===== config.mk =====
export PLATFORM = sky130hd
export DESIGN_NAME = avalon_st_pkt_arbiter
export DESIGN_NICKNAME = d
export VERILOG_FILES = /design/src/rtl/avalon_st_pkt_arbiter.sv
export SDC_FILE = /design/constraint.sdc
export NUM_CORES = 1
export LEC_CHECK = 0
export BUFFER_PORTS_ARGS = -buffer_cell sky130_fd_sc_hd__buf_2
export CAP_MARGIN = 20
export CORE_ASPECT_RATIO = 0.5
export CORE_MARGIN = 5
export CORE_UTILIZATION = 38
export DETAILED_ROUTE_END_ITERATION = 12
export PLACE_DENSITY = 0.8
export SLEW_MARGIN = 10
export SYNTH_ARGS = -nofsm -noshare
export SYNTH_HDL_FRONTEND = slang
export SYNTH_SLANG_ARGS = --single-unit
export TNS_END_PERCENT = 20

===== constraint.sdc =====
create_clock -name clk -period 2.02 [get_ports clk]
set_input_delay 0.101 -clock clk [delete_from_list [all_inputs] [get_ports clk]]
set_output_delay 0.101 -clock clk [all_outputs]
set_load 0.05 [all_outputs]

===== src/rtl/avalon_st_pkt_arbiter.sv =====
// Avalon-ST packet arbiter: round-robin choice among NUM_IN sinks, with the grant
// locked from the first beat of a packet until its end-of-packet beat is accepted.
module avalon_st_pkt_arbiter #(
  parameter int NUM_IN  = 4,
  parameter int DATA_W  = 32,
  parameter int EMPTY_W = 2,
  parameter int ERR_W   = 1,
  parameter int CH_W    = 2
) (
  input  logic                      clk,
  input  logic                      reset,
  input  logic [NUM_IN-1:0]         in_valid,
  output logic [NUM_IN-1:0]         in_ready,
  input  logic [NUM_IN*DATA_W-1:0]  in_data,
  input  logic [NUM_IN*EMPTY_W-1:0] in_empty,
  input  logic [NUM_IN*ERR_W-1:0]   in_error,
  input  logic [NUM_IN-1:0]         in_startofpacket,
  input  logic [NUM_IN-1:0]         in_endofpacket,
  output logic                      out_valid,
  input  logic                      out_ready,
  output logic [DATA_W-1:0]         out_data,
  output logic [EMPTY_W-1:0]        out_empty,
  output logic [ERR_W-1:0]          out_error,
  output logic                      out_startofpacket,
  output logic                      out_endofpacket,
  output logic [CH_W-1:0]           out_channel,
  output logic [15:0]               pkt_count
);

  typedef enum logic [0:0] {S_IDLE = 1'b0, S_PKT = 1'b1} state_t;

  state_t          r_state;
  logic [CH_W-1:0] r_grant;
  logic [CH_W-1:0] r_rr_ptr;
  logic [15:0]     r_pkt_count;

  logic            w_found;
  logic [CH_W-1:0] w_pick;
  logic            w_active;
  logic            w_done;

  // Sink index base+offset, wrapped into 0..NUM_IN-1 (offset never exceeds NUM_IN).
  function automatic logic [CH_W-1:0] rr_idx(input logic [CH_W-1:0] base, input int offset);
    int sum;
    sum = int'(base) + offset;
    sum = (sum >= NUM_IN) ? (sum - NUM_IN) : sum;
    return CH_W'(sum);
  endfunction

  // Outputs are also gated by reset so nothing leaks through while it is asserted.
  assign w_active  = (r_state == S_PKT) && !reset;
  assign w_done    = w_active && in_valid[r_grant] && out_ready && in_endofpacket[r_grant];
  assign pkt_count = r_pkt_count;

  // Round-robin search: first valid sink at or above rr_ptr, wrapping.
  always_comb begin
    w_found = 1'b0;
    w_pick  = {CH_W{1'b0}};
    for (int k = 0; k < NUM_IN; k++) begin
      if (!w_found && in_valid[rr_idx(r_rr_ptr, k)]) begin
        w_found = 1'b1;
        w_pick  = rr_idx(r_rr_ptr, k);
      end else begin
        w_found = w_found;
      end
    end
  end

  // Grant FSM, round-robin pointer and packet counter.
  always_ff @(posedge clk) begin
    if (reset) begin
      r_state     <= S_IDLE;
      r_grant     <= {CH_W{1'b0}};
      r_rr_ptr    <= {CH_W{1'b0}};
      r_pkt_count <= 16'd0;
    end else begin
      case (r_state)
        S_IDLE: begin
          if (w_found) begin
            r_grant <= w_pick;
            r_state <= S_PKT;
          end
        end
        S_PKT: begin
          if (w_done) begin
            r_state     <= S_IDLE;
            r_rr_ptr    <= rr_idx(r_grant, 1);
            r_pkt_count <= r_pkt_count + 16'd1;
          end
        end
        default: r_state <= S_IDLE;
      endcase
    end
  end

  // Source port mirrors the granted sink; only that sink sees ready.
  always_comb begin
    out_valid         = 1'b0;
    out_data          = {DATA_W{1'b0}};
    out_empty         = {EMPTY_W{1'b0}};
    out_error         = {ERR_W{1'b0}};
    out_startofpacket = 1'b0;
    out_endofpacket   = 1'b0;
    out_channel       = {CH_W{1'b0}};
    in_ready          = {NUM_IN{1'b0}};
    if (w_active) begin
      out_valid         = in_valid[r_grant];
      out_data          = in_data[int'(r_grant)*DATA_W +: DATA_W];
      out_empty         = in_empty[int'(r_grant)*EMPTY_W +: EMPTY_W];
      out_error         = in_error[int'(r_grant)*ERR_W +: ERR_W];
      out_startofpacket = in_startofpacket[r_grant];
      out_endofpacket   = in_endofpacket[r_grant];
      out_channel       = r_grant;
      in_ready[r_grant] = out_ready;
    end else begin
      out_valid = 1'b0;
    end
  end

endmodule


==> key figures, run 1 <==
Outcome
  – Outcome: finished clean

Global route
  – Total GRT Usage: about 22%
  – Global-route wire length before repair: about 14000 µm
  – Overflow after GRT: 0
  – Initial antenna violation count: 1
  – Vias in the first global route: approximately 2700
  – Largest net degree at the start of global routing: 24

Floorplan
  – Die area: 0.00770 mm²
  – Chip Width: 119 µm
  – Number of cell rows: 19
  – Core area: 0.00563 mm²
  – Die Height: 64.6 µm
  – Initial Util: 40.2%
  – # IOs: 215

Critical path
  – Cell family with most CP delay: multiplexers
  – Max FO, Critical Path: 23
  – CP Launch Type: register
  – Req. time, crit path: 1920 ps
  – Worst Setup End Kind: primary output
  – CP Class: reg -> out
  – R2R cell count: 4
  – Critical R2R Launch: r_state
  – R2r endpoint: pkt_count[7]
  – Worst path slowest cell: mux4_2
  – Worst Path Arrival: roughly 1800 ps
  – Reg2Reg Setup Slack: 220 ps
  – Critical Path, Cell by Cell: buf_12 -> mux4_2 -> and2_1 -> buf_2
  – CP max stage delay: 540 ps
  – Critical path buffers and inverters: 2

Detailed routing
  – Post-route antenna net violation count: 0
  – DRT iter0 DRCs: 154
  – Drt pass-1 iters: 4
  – Via count: 2682
  – DRC violation count after routing: 0
  – DR WL/cell: 18.3 µm
  – Routed WL: 9230 µm
  – Drt via density: 5.32

Synthesis
  – Cell area after synthesis: 0.00227 mm²
  – Ys async rst share: 0%
  – Syn Nets: roughly 380
  – Largest area contributor in the netlist: mux4_2
  – Mean Syn Cell Area: 10.2 µm²
  – Top cell type's share of synthesized area: 37.7%
  – Top post-synthesis cells by count: and2_1, mux4_2, dfxtp_1
  – Post-synth cell types: 37
  – Flops & latches, synth: 21
  – Post-synthesis sequential area ratio: 18.5%
  – Number of synthesized flops with an enable pin: 0
  – Ys Warns: 0
  – Syn Inst Count: around 220
  – Top-count cell post-synth: and2_1
  – Dominant cells by area after synthesis: mux4_2, dfxtp_1, and2_1, a21oi_1, nand2_1
  – Main flop type after synthesis: dfxtp_1

Power
  – PwrDens: 471 mW/mm²
  – Clk network pwr share: 25.7%
  – Sw Ratio: 37.3%
  – Worst vdd ir: around 0.52 mV
  – Seq pwr share: 26.2%
  – Internal cell power: 1.04 mW
  – Comb power frac: about half
  – Sw Pwr: 0.618 mW
  – Total power: 1.66 mW
  – Leakage power: 1.72 nW

Placed design
  – I/O Buffers: 214
  – Gpl congestion: approximately 0.90
  – HPWL Detailed: 7870 µm

Clocking
  – Clock Sink Count: 21
  – H-tree depth: 1
  – Num CTS Buffers: 3
  – Clock slew at reported path FFs: 60 ps
  – Clock root cell: clkbuf_16
  – Post-CTS Setup Bufs: 0
  – Clock buffer depth: 2
  – Clk_lat worst skew: 260 ps
  – CTS tree: yes

Cells and area
  – N_diodes: 0
  – Final nets: 592
  – Fillers: 482
  – Post-layout util: 62.4%
  – Layout cells sized above 1: 62.4%
  – Layout Area Growth over Synthesis: 55.1%

STA
  – Clk_skew: 5.48 ps
  – RSZ-0062 raised after global routing: no
  – Final Hold Viols: 0
  – F_max: 0.519 GHz
  – Final setup fails: 0
  – Final Max Slew Viols: 0
  – Sum of negative setup slack: 0 ps
  – Final worst path period need: 1930 ps
  – Crit share post-route: 95.3%
  – Slew margin rel.: between 70% and 80%
  – Least-Margin Pin Slew: 349 ps

Hold path
  – Hold Path Class: in -> reg
  – Hold Path End: pkt_count[5]
  – Hold path cells: 3
  – Worst Hold Launch: reset

Run
  – Max cap viols: 0
[area by class of cell]
| class | instances | area [µm²] | area share [%] |
|---|---|---|---|
| Sequential cell | 21 | 423 | 12.0 |
| Tap cell | 73 | 91.3 | 2.60 |
| Timing Repair Buffer | 222 | 1150 | 32.7 |
| Multi-Input combinational cell | 177 | 1740 | 49.5 |
| Inverter | 7 | 26.3 | 0.747 |
| Clock buffer | 3 | 75.1 | 2.14 |
| Clock inverter | 1 | 7.51 | 0.214 |
[flip-flops by register name, summed over array words and instances, names as in the netlist]
| signal | count |
|---|---|
| r_rr_ptr | 2 |
| pkt_count | 16 |
| r_state | 1 |
| r_grant | 2 |
[how the worst max path moves through the flow]
stage / cells past startpoint / end / slack (ps) / startpoint
finish: 4 / out_data[20] / 90 / r_grant[0]
CTS: 4 / out_data[10] / 50 / r_grant[0]
detailed placement: 4 / pkt_count[7] / 240 / r_state
global route: 4 / out_empty[1] / 10 / r_grant[0]
global placement: 4 / out_data[10] / 280 / r_grant[0]
floorplan: 5 / out_data[24] / 30 / r_grant[0]
[through the flow]
stage               hold slack [ps]  instance area, µm²  std cells  setup slack (ps)
floorplan                       367                2270        223              28.4
global placement                447                3430        500               283
detailed placement              457                3430        500               245
CTS                             262                3510        504              55.0
global route                    279                3520        504              11.6
finish                          269                3520        504              94.2
[kinds of logic (layout without fill, tap and decap cells)]
kind of cell | after synthesis | count (layout) | synth area share, %
AND/OR/NAND/NOR | 94 | 94 | 24.4
XOR/XNOR | 2 | 2 | 0.773
AO/OA/AOI/OAI | 36 | 36 | 10.1
flip-flops | 21 | 21 | 18.5
buffers and inverters | 25 | 233 | 4.75
adder cells (fa/ha/maj) | 5 | 5 | 2.76
multiplexers | 40 | 40 | 38.6
[cell usage in the layout (no fill, tap or decap), types with 5 or more instances in the layout]
cell     count
nor2_1       8
a21oi_1     15
mux4_2      38
or4_1        5
buf_4        6
inv_1        7
dfxtp_1     19
buf_2      214
and2_1      42
o31ai_1      5
nand2_1     17
ha_1         5
[per-layer routing]
metal | global-route usage [%] | vias to the layer above | share of wire, % | routed length, µm
met1 | 27.4 | 1297 | 39 | 3630
met5 | 0 | - | 0.14 | 13
met3 | 5.21 | 14 | 6.8 | 624
li1 | - | 1275 | - | -
met2 | 41.0 | 94 | 53 | 4850
met4 | 4.18 | 2 | 1.2 | 112
[power by group through the flow]
stage                     Clock (mW)  Sequential (mW)  Combinational, mW
after detailed placement           0            0.443              0.794
after CTS                      0.433            0.434              0.798
after floorplan                    0            0.441              0.525
after global routing           0.457            0.436              0.846
after global placement             0            0.443              0.780
final                          0.426            0.434              0.797
[tightest hold or removal path, stage by stage]
cell and delay [ps]:
buf_2 90, buf_4 230, a21oi_1 60
[what timing repair did]
item / 4_1_cts / 5_1_grt
resized for setup: 1 / 1
setup endpoints to repair: 10 / 6
gates cloned: 0 / 0
pin swaps: 0 / 0
hold buffers: 0 / 0
No activity file was read; power rests on OpenSTA's default activity.
==> run 2: changes to the inputs <==
--- a/config.mk
+++ b/config.mk
@@ -11,6 +11,7 @@
 export CORE_MARGIN = 5
 export CORE_UTILIZATION = 38
 export DETAILED_ROUTE_END_ITERATION = 12
+export MAX_ROUTING_LAYER = met4
 export PLACE_DENSITY = 0.8
 export SLEW_MARGIN = 10
 export SYNTH_ARGS = -nofsm -noshare
==> run 2 against run 1 <==
  * Sequential share of layout area is essentially flat
  * Flip-flop and latch count did not move
  * Routed wire length decreased by 0.25%
  * Die area unchanged
  * Critical path type unchanged
  * Critical path depth is the same
  * Power about the same
  * Highest routed layer is now met4
  * Critical endpoint unchanged
  * Global-route usage increased by 0.70 points
  * Clock-buffer cell count stayed put
  * Worst setup slack better by 1.9 ps
==> key figures, run 2 (synthesis gave the netlist of run 1 again) <==
Floorplan
  – Core area: 0.00563 mm²
  – Die area: 0.00770 mm²
  – Die Height: 64.6 µm
  – Chip Width: 119 µm
  – Number of cell rows: 19
  – # IOs: 215
  – Initial Util: 40.2%

Critical path
  – Worst Path Arrival: between 1500 and 2000 ps
  – CP Launch Type: register
  – Max FO, Critical Path: 23
  – CP Class: reg -> out
  – Worst path slowest cell: mux4_2
  – CP max stage delay: 540 ps
  – Worst Setup End Kind: primary output
  – Critical R2R Launch: r_state
  – Reg2Reg Setup Slack: approximately 210 ps
  – R2R cell count: 4
  – R2r endpoint: pkt_count[7]
  – Critical Path, Cell by Cell: buf_12 -> mux4_2 -> and2_1 -> buf_2
  – Req. time, crit path: roughly 1900 ps

Detailed routing
  – DRC violation count after routing: 0
  – Via count: 2700
  – Top Layer Used: met4
  – DRT iter0 DRCs: 191
  – Routed WL: 9210 µm
  – Metal3 WL: 630 µm
  – M1 wire length: approximately 3600 µm
  – Met2 wire len: 4880 µm
  – Drt via density: 5.35
  – Post-route antenna net violation count: 0
  – Drt pass-1 iters: 4
  – DR WL/cell: ~18 µm

Run
  – Max cap viols: 0

Power
  – Worst vdd ir: 0.523 mV
  – Leakage power: 1.72 nW
  – Total power: 1.66 mW
  – PwrDens: approximately 470 mW/mm²

Global route
  – Largest net degree at the start of global routing: 24
  – Initial antenna violation count: 1
  – Global-route wire length before repair: ~14000 µm
  – Vias in the first global route: 2715
  – Overflow after GRT: 0
  – Total GRT Usage: 23.0%

Cells and area
  – Final nets: between 500 and 600
  – Most frequent cells in the layout: buf_2, and2_1, mux4_2
  – Post-layout util: 62.4%
  – Most common cell after layout, fill and taps aside: buf_2
  – Layout Area Growth over Synthesis: 55.2%
  – Final Instance Count excl. Fillers: 505
  – Layout cells sized above 1: roughly 62%
  – Final Cell Area: 0.00352 mm²
  – Max reg flops: 16

Clocking
  – H-tree depth: 1
  – Clk_lat worst skew: between 200 and 300 ps
  – Clock buffer depth: 2
  – Clock Sink Count: 21
  – Clock slew at reported path FFs: approximately 60 ps
  – Clock root cell: clkbuf_16
  – Post-CTS Setup Bufs: 0
  – Num CTS Buffers: 3
  – CTS tree: yes

Placed design
  – Placed cell areas: 0.00343 mm²
  – Post-placement setup slack: 245 ps
  – I/O Buffers: 214
  – Placed Instances: 500
  – HPWL Detailed: just under 8000 µm
  – Gpl congestion: a little over 0.9

STA
  – Clk_skew: 5.09 ps
  – RSZ-0062 raised after global routing: no
  – Final Hold Viols: 0
  – Setup ws final: 96.0 ps
  – Final setup fails: 0
  – Crit share post-route: a little over nine tenths
  – Final Max Slew Viols: 0
  – Least-Margin Pin Slew: 349 ps
  – Slew margin rel.: 76.7%
  – Worst Hold Slack: 269 ps
  – Sum of negative setup slack: 0 ps
  – Final worst path period need: 1920 ps
  – F_max: 0.520 GHz

Hold path
  – Worst Hold Launch: reset
  – Hold path cells: 3
  – Hold Path Class: in -> reg
  – Hold Path End: pkt_count[5]

Outcome
  – Outcome: finished clean
run 2: where the power goes:
part,total (mW),internal [mW],leakage [nW],switching (mW)
Sequential,0.435,0.423,0.171,0.0118
Combinational,0.797,0.348,1.51,0.448
Clock,0.425,0.268,0.0371,0.157
run 2: repair_timing:
| action | 4_1_cts | 5_1_grt |
|---|---|---|
| pin swaps | 0 | 0 |
| setup endpoints to repair | 10 | 6 |
| hold buffers | 0 | 0 |
| gates resized for setup | 1 | 1 |
run 2: critical path: cells and delay by family (launching register included):
kind | cells | cell delay [ps]
mux | 1 | 540
simple gates | 1 | 170
flops | 1 | 410
buf+inv | 2 | 440
run 2: layer usage:
layer | track usage (%) | vias up
met3 | 4.95 | 12
met1 | 27.5 | 1308
li1 | - | 1278
met4 | 4.18 | 0
met2 | 41.0 | 102
met5 | - | -
run 2: how the worst max path moves through the flow:
stage                   end        from  cells past startpoint
2_1_floorplan  out_data[24]  r_grant[0]                      5
3_3_place_gp   out_data[10]  r_grant[0]                      4
3_5_place_dp   pkt_count[7]     r_state                      4
4_1_cts        out_data[10]  r_grant[0]                      4
5_1_grt        out_empty[1]  r_grant[0]                      4
6_report       out_data[20]  r_grant[0]                      4
run 2: cell type report:
type                    instances  area, µm²
clock buffers                   3       75.1
flip-flops and latches         21        423
repair buffers                222       1150
clock inverters                 1       7.51
inverters                       7       26.3
fillers                       482       2120
diodes                          1       2.50
well taps                      73       91.3
multi-input cells             177       1740
==> run 3: changes to the inputs <==
--- a/config.mk
+++ b/config.mk
@@ -5,11 +5,12 @@
 export SDC_FILE = /design/constraint.sdc
 export NUM_CORES = 1
 export LEC_CHECK = 0
+export ABC_AREA = 1
 export BUFFER_PORTS_ARGS = -buffer_cell sky130_fd_sc_hd__buf_2
 export CAP_MARGIN = 20
 export CORE_ASPECT_RATIO = 0.5
 export CORE_MARGIN = 5
-export CORE_UTILIZATION = 38
+export CORE_UTILIZATION = 41
 export DETAILED_ROUTE_END_ITERATION = 12
 export MAX_ROUTING_LAYER = met4
 export PLACE_DENSITY = 0.8
==> run 3 against run 2 <==
  * Register-to-register slack better by 40 ps
  * Synthesized area is 21% higher
  * Fmax is 2.3% higher
  * Highest routed layer unchanged
  * Sequential power is 4.8% higher
  * Clock-buffer cell count is 1 higher
  * Critical endpoint unchanged
  * Design area is 12% higher
  * Clock power is 1% lower
  * Clock skew is 3.7 ps lower
  * Combinational power is 99% higher
==> key figures, run 3 <==
Placed design
  – Gpl congestion: 0.901
  – Post-placement setup slack: roughly 270 ps
  – I/O Buffers: 214
  – HPWL Detailed: 8120 µm
  – Placed Instances: 803

Power
  – Sw Pwr: 1.27 mW
  – Total power: around 2.5 mW
  – PwrDens: around 630 mW/mm²
  – Sw Ratio: 51.5%
  – Internal cell power: around 1.2 mW
  – Comb power frac: between 60% and 70%
  – Worst vdd ir: 0.316 mV
  – Leakage power: 2.05 nW
  – Seq pwr share: 18.5%
  – Clk network pwr share: 17.0%

Synthesis
  – Largest family of logic cells by synthesized area: simple AND/OR/NAND/NOR gates
  – Synth Area in Adders: under 10%
  – Ys Warns: 0
  – Largest area contributor in the netlist: nor2_1
  – Post-synth cell types: 30
  – Post-synthesis simple-gate area fraction: 42.1%
  – Dominant cells by area after synthesis: nor2_1, dfxtp_1, o21ai_0, nand2_1, a21oi_1
  – Mean Syn Cell Area: 5.27 µm²
  – Syn Inst Count: 519
  – Ys async rst share: 0%
  – Main flop type after synthesis: dfxtp_1
  – Syn Nets: roughly 680
  – Cell area after synthesis: 0.00274 mm²
  – Post-Synth XOR/XNOR Area: 2.24%
  – Number of synthesized flops with an enable pin: 0
  – Top-count cell post-synth: nor2_1
  – Mux share of post-synthesis cell area: 0%
  – Compound-gate portion of the synthesized area: 27.6%
  – Top cell type's share of synthesized area: 22.9%
  – Flops & latches, synth: 21
  – Post-synthesis sequential area ratio: 15.4%
  – Top post-synthesis cells by count: nor2_1, o21ai_0, nand2_1

Detailed routing
  – Metal3 WL: 576 µm
  – Post-route antenna net violation count: 0
  – Met2 wire len: 5370 µm
  – Drt pass-1 iters: 5
  – Routed WL: 10500 µm
  – DR WL/cell: 13.1 µm
  – Top Layer Used: met4
  – M1 wire length: 4510 µm
  – DRC violation count after routing: 0
  – Drt via density: 5.00
  – DRT iter0 DRCs: 220
  – Via count: 4031

STA
  – Clk_skew: 1.38 ps
  – Final Max Slew Viols: 0
  – Crit share post-route: 93.1%
  – Least-Margin Pin Slew: between 500 and 600 ps
  – Final worst path period need: around 1900 ps
  – Sum of negative setup slack: 0 ps
  – RSZ-0062 raised after global routing: no
  – Final setup fails: 0
  – Final Hold Viols: 0
  – F_max: 0.532 GHz
  – Setup ws final: 140 ps
  – Slew margin rel.: 61.1%

Outcome
  – Outcome: finished clean

Global route
  – Largest net degree at the start of global routing: 48
  – Overflow after GRT: 0
  – Initial antenna violation count: 0
  – Vias in the first global route: 3395
  – Global-route wire length before repair: roughly 16000 µm
  – Total GRT Usage: 22.9%

Critical path
  – CP Launch Type: register
  – R2r endpoint: pkt_count[14]
  – Req. time, crit path: roughly 1900 ps
  – CP most frequent cell: nor2_1
  – Worst path slowest cell: dfxtp_2
  – R2R cell count: 9
  – CP max stage delay: 430 ps
  – Worst Setup End Kind: primary output
  – Max FO, Critical Path: 47
  – Worst Setup SP: r_grant[0]
  – Critical R2R Launch: r_grant[0]
  – Critical Path End: out_data[20]
  – Reg2Reg Setup Slack: 250 ps
  – CP Class: reg -> out
  – Worst Path Arrival: between 1500 and 2000 ps
  – Critical Path, Cell by Cell: buf_6 -> nor2_1 -> nor2_1 -> o21ai_0 -> a21oi_1 -> buf_2

Clocking
  – CTS tree: yes
  – Clock slew at reported path FFs: 60 ps
  – Clock root cell: clkbuf_16
  – H-tree depth: 1
  – Clk_lat worst skew: about 250 ps
  – Clock buffer depth: 2
  – Post-CTS Hold Fix Bufs: 0
  – Num CTS Buffers: 3
  – Clock Sink Count: 21

Hold path
  – Hold Path Class: in -> reg

Floorplan
  – Chip Width: 126 µm
  – Number of cell rows: 21
  – Die area: 0.00851 mm²
  – Core area: 0.00660 mm²
  – # IOs: 215
  – Initial Util: 41.5%
  – Die Height: just under 70 µm

Cells and area
  – Fillers: 675
  – Max reg flops: 16
  – Most frequent cells in the layout: buf_2, nor2_1, o21ai_0
  – Layout cells sized above 1: roughly 36%
  – Most common cell after layout, fill and taps aside: buf_2
  – N_diodes: 0
  – Final nets: 876
  – Layout Area Growth over Synthesis: 43.6%
  – Final Instance Count excl. Fillers: 807

Run
  – Max cap viols: 0
run 3: changes by cell type in the layout (fill, tap and decap cells not counted), sizes merged, moves of 20 or more:
cell	before	now
nand2	17	83
a21oi	15	57
mux4	38	0
and2	42	0
inv	7	27
nor2	8	168
o21ai	4	82
run 3: stage by stage:
| step | util, % | cell area [µm²] | hold slack, ps |
|---|---|---|---|
| after global routing | 59.6 | 3930 | 260 |
| after global placement | 58.2 | 3840 | 479 |
| final | 59.6 | 3930 | 243 |
| after floorplan | - | 2740 | 170 |
| after detailed placement | 58.2 | 3840 | 495 |
| after CTS | 59.4 | 3920 | 237 |
run 3: how the worst min path moves through the flow:
stage	start	to	cells after the start
2_1_floorplan	reset	pkt_count[4]	1
3_3_place_gp	pkt_count[15]	pkt_count[15]	2
3_5_place_dp	reset	pkt_count[10]	2
4_1_cts	reset	pkt_count[11]	2
5_1_grt	reset	pkt_count[12]	2
6_report	reset	pkt_count[12]	2
run 3: logic make-up (layout without fill, tap and decap cells):
group	count (synthesis)	in the layout
AND/OR/NAND/NOR	284	284
XOR/XNOR	7	7
adder cells (fa/ha/maj)	5	5
flip-flops	21	21
buffers and inverters	61	257
AO/OA/AOI/OAI	141	141
run 3: layout make-up:
class / count / area [µm²] / area share, %
clock buffers: 4 / 78.8 / 2.01
well taps: 92 / 115 / 2.93
repair buffers: 225 / 1180 / 30.0
multi-input cells: 437 / 2030 / 51.7
flip-flops and latches: 21 / 422 / 10.7
inverters: 28 / 106 / 2.71
run 3: worst max-delay path, delay by kind of cell, from the launching register on:
kind / cells / cell delay [ps]
compound gates: 2 / 270
simple gates: 2 / 180
buf+inv: 2 / 630
flops: 1 / 430
run 3: power by group through the flow:
stage               registers (mW)  logic [mW]  clock network [mW]
floorplan                    0.463        1.17                   0
global route                 0.459        1.75               0.441
finish                       0.456        1.59               0.419
CTS                          0.455        1.58               0.421
detailed placement           0.464        1.58                   0
global placement             0.463        1.56                   0
run 3: routing by layer:
| layer | up-vias | global-route usage, % |
|---|---|---|
| met3 | 10 | 2.45 |
| met4 | 0 | 3.65 |
| li1 | 2080 | - |
| met5 | - | - |
| met1 | 1799 | 29.0 |
| met2 | 142 | 41.0 |
run 3: repair_timing:
action,in CTS,in global routing
buffers inserted,0,0
setup endpoints to repair,0,24
resized for setup,0,3
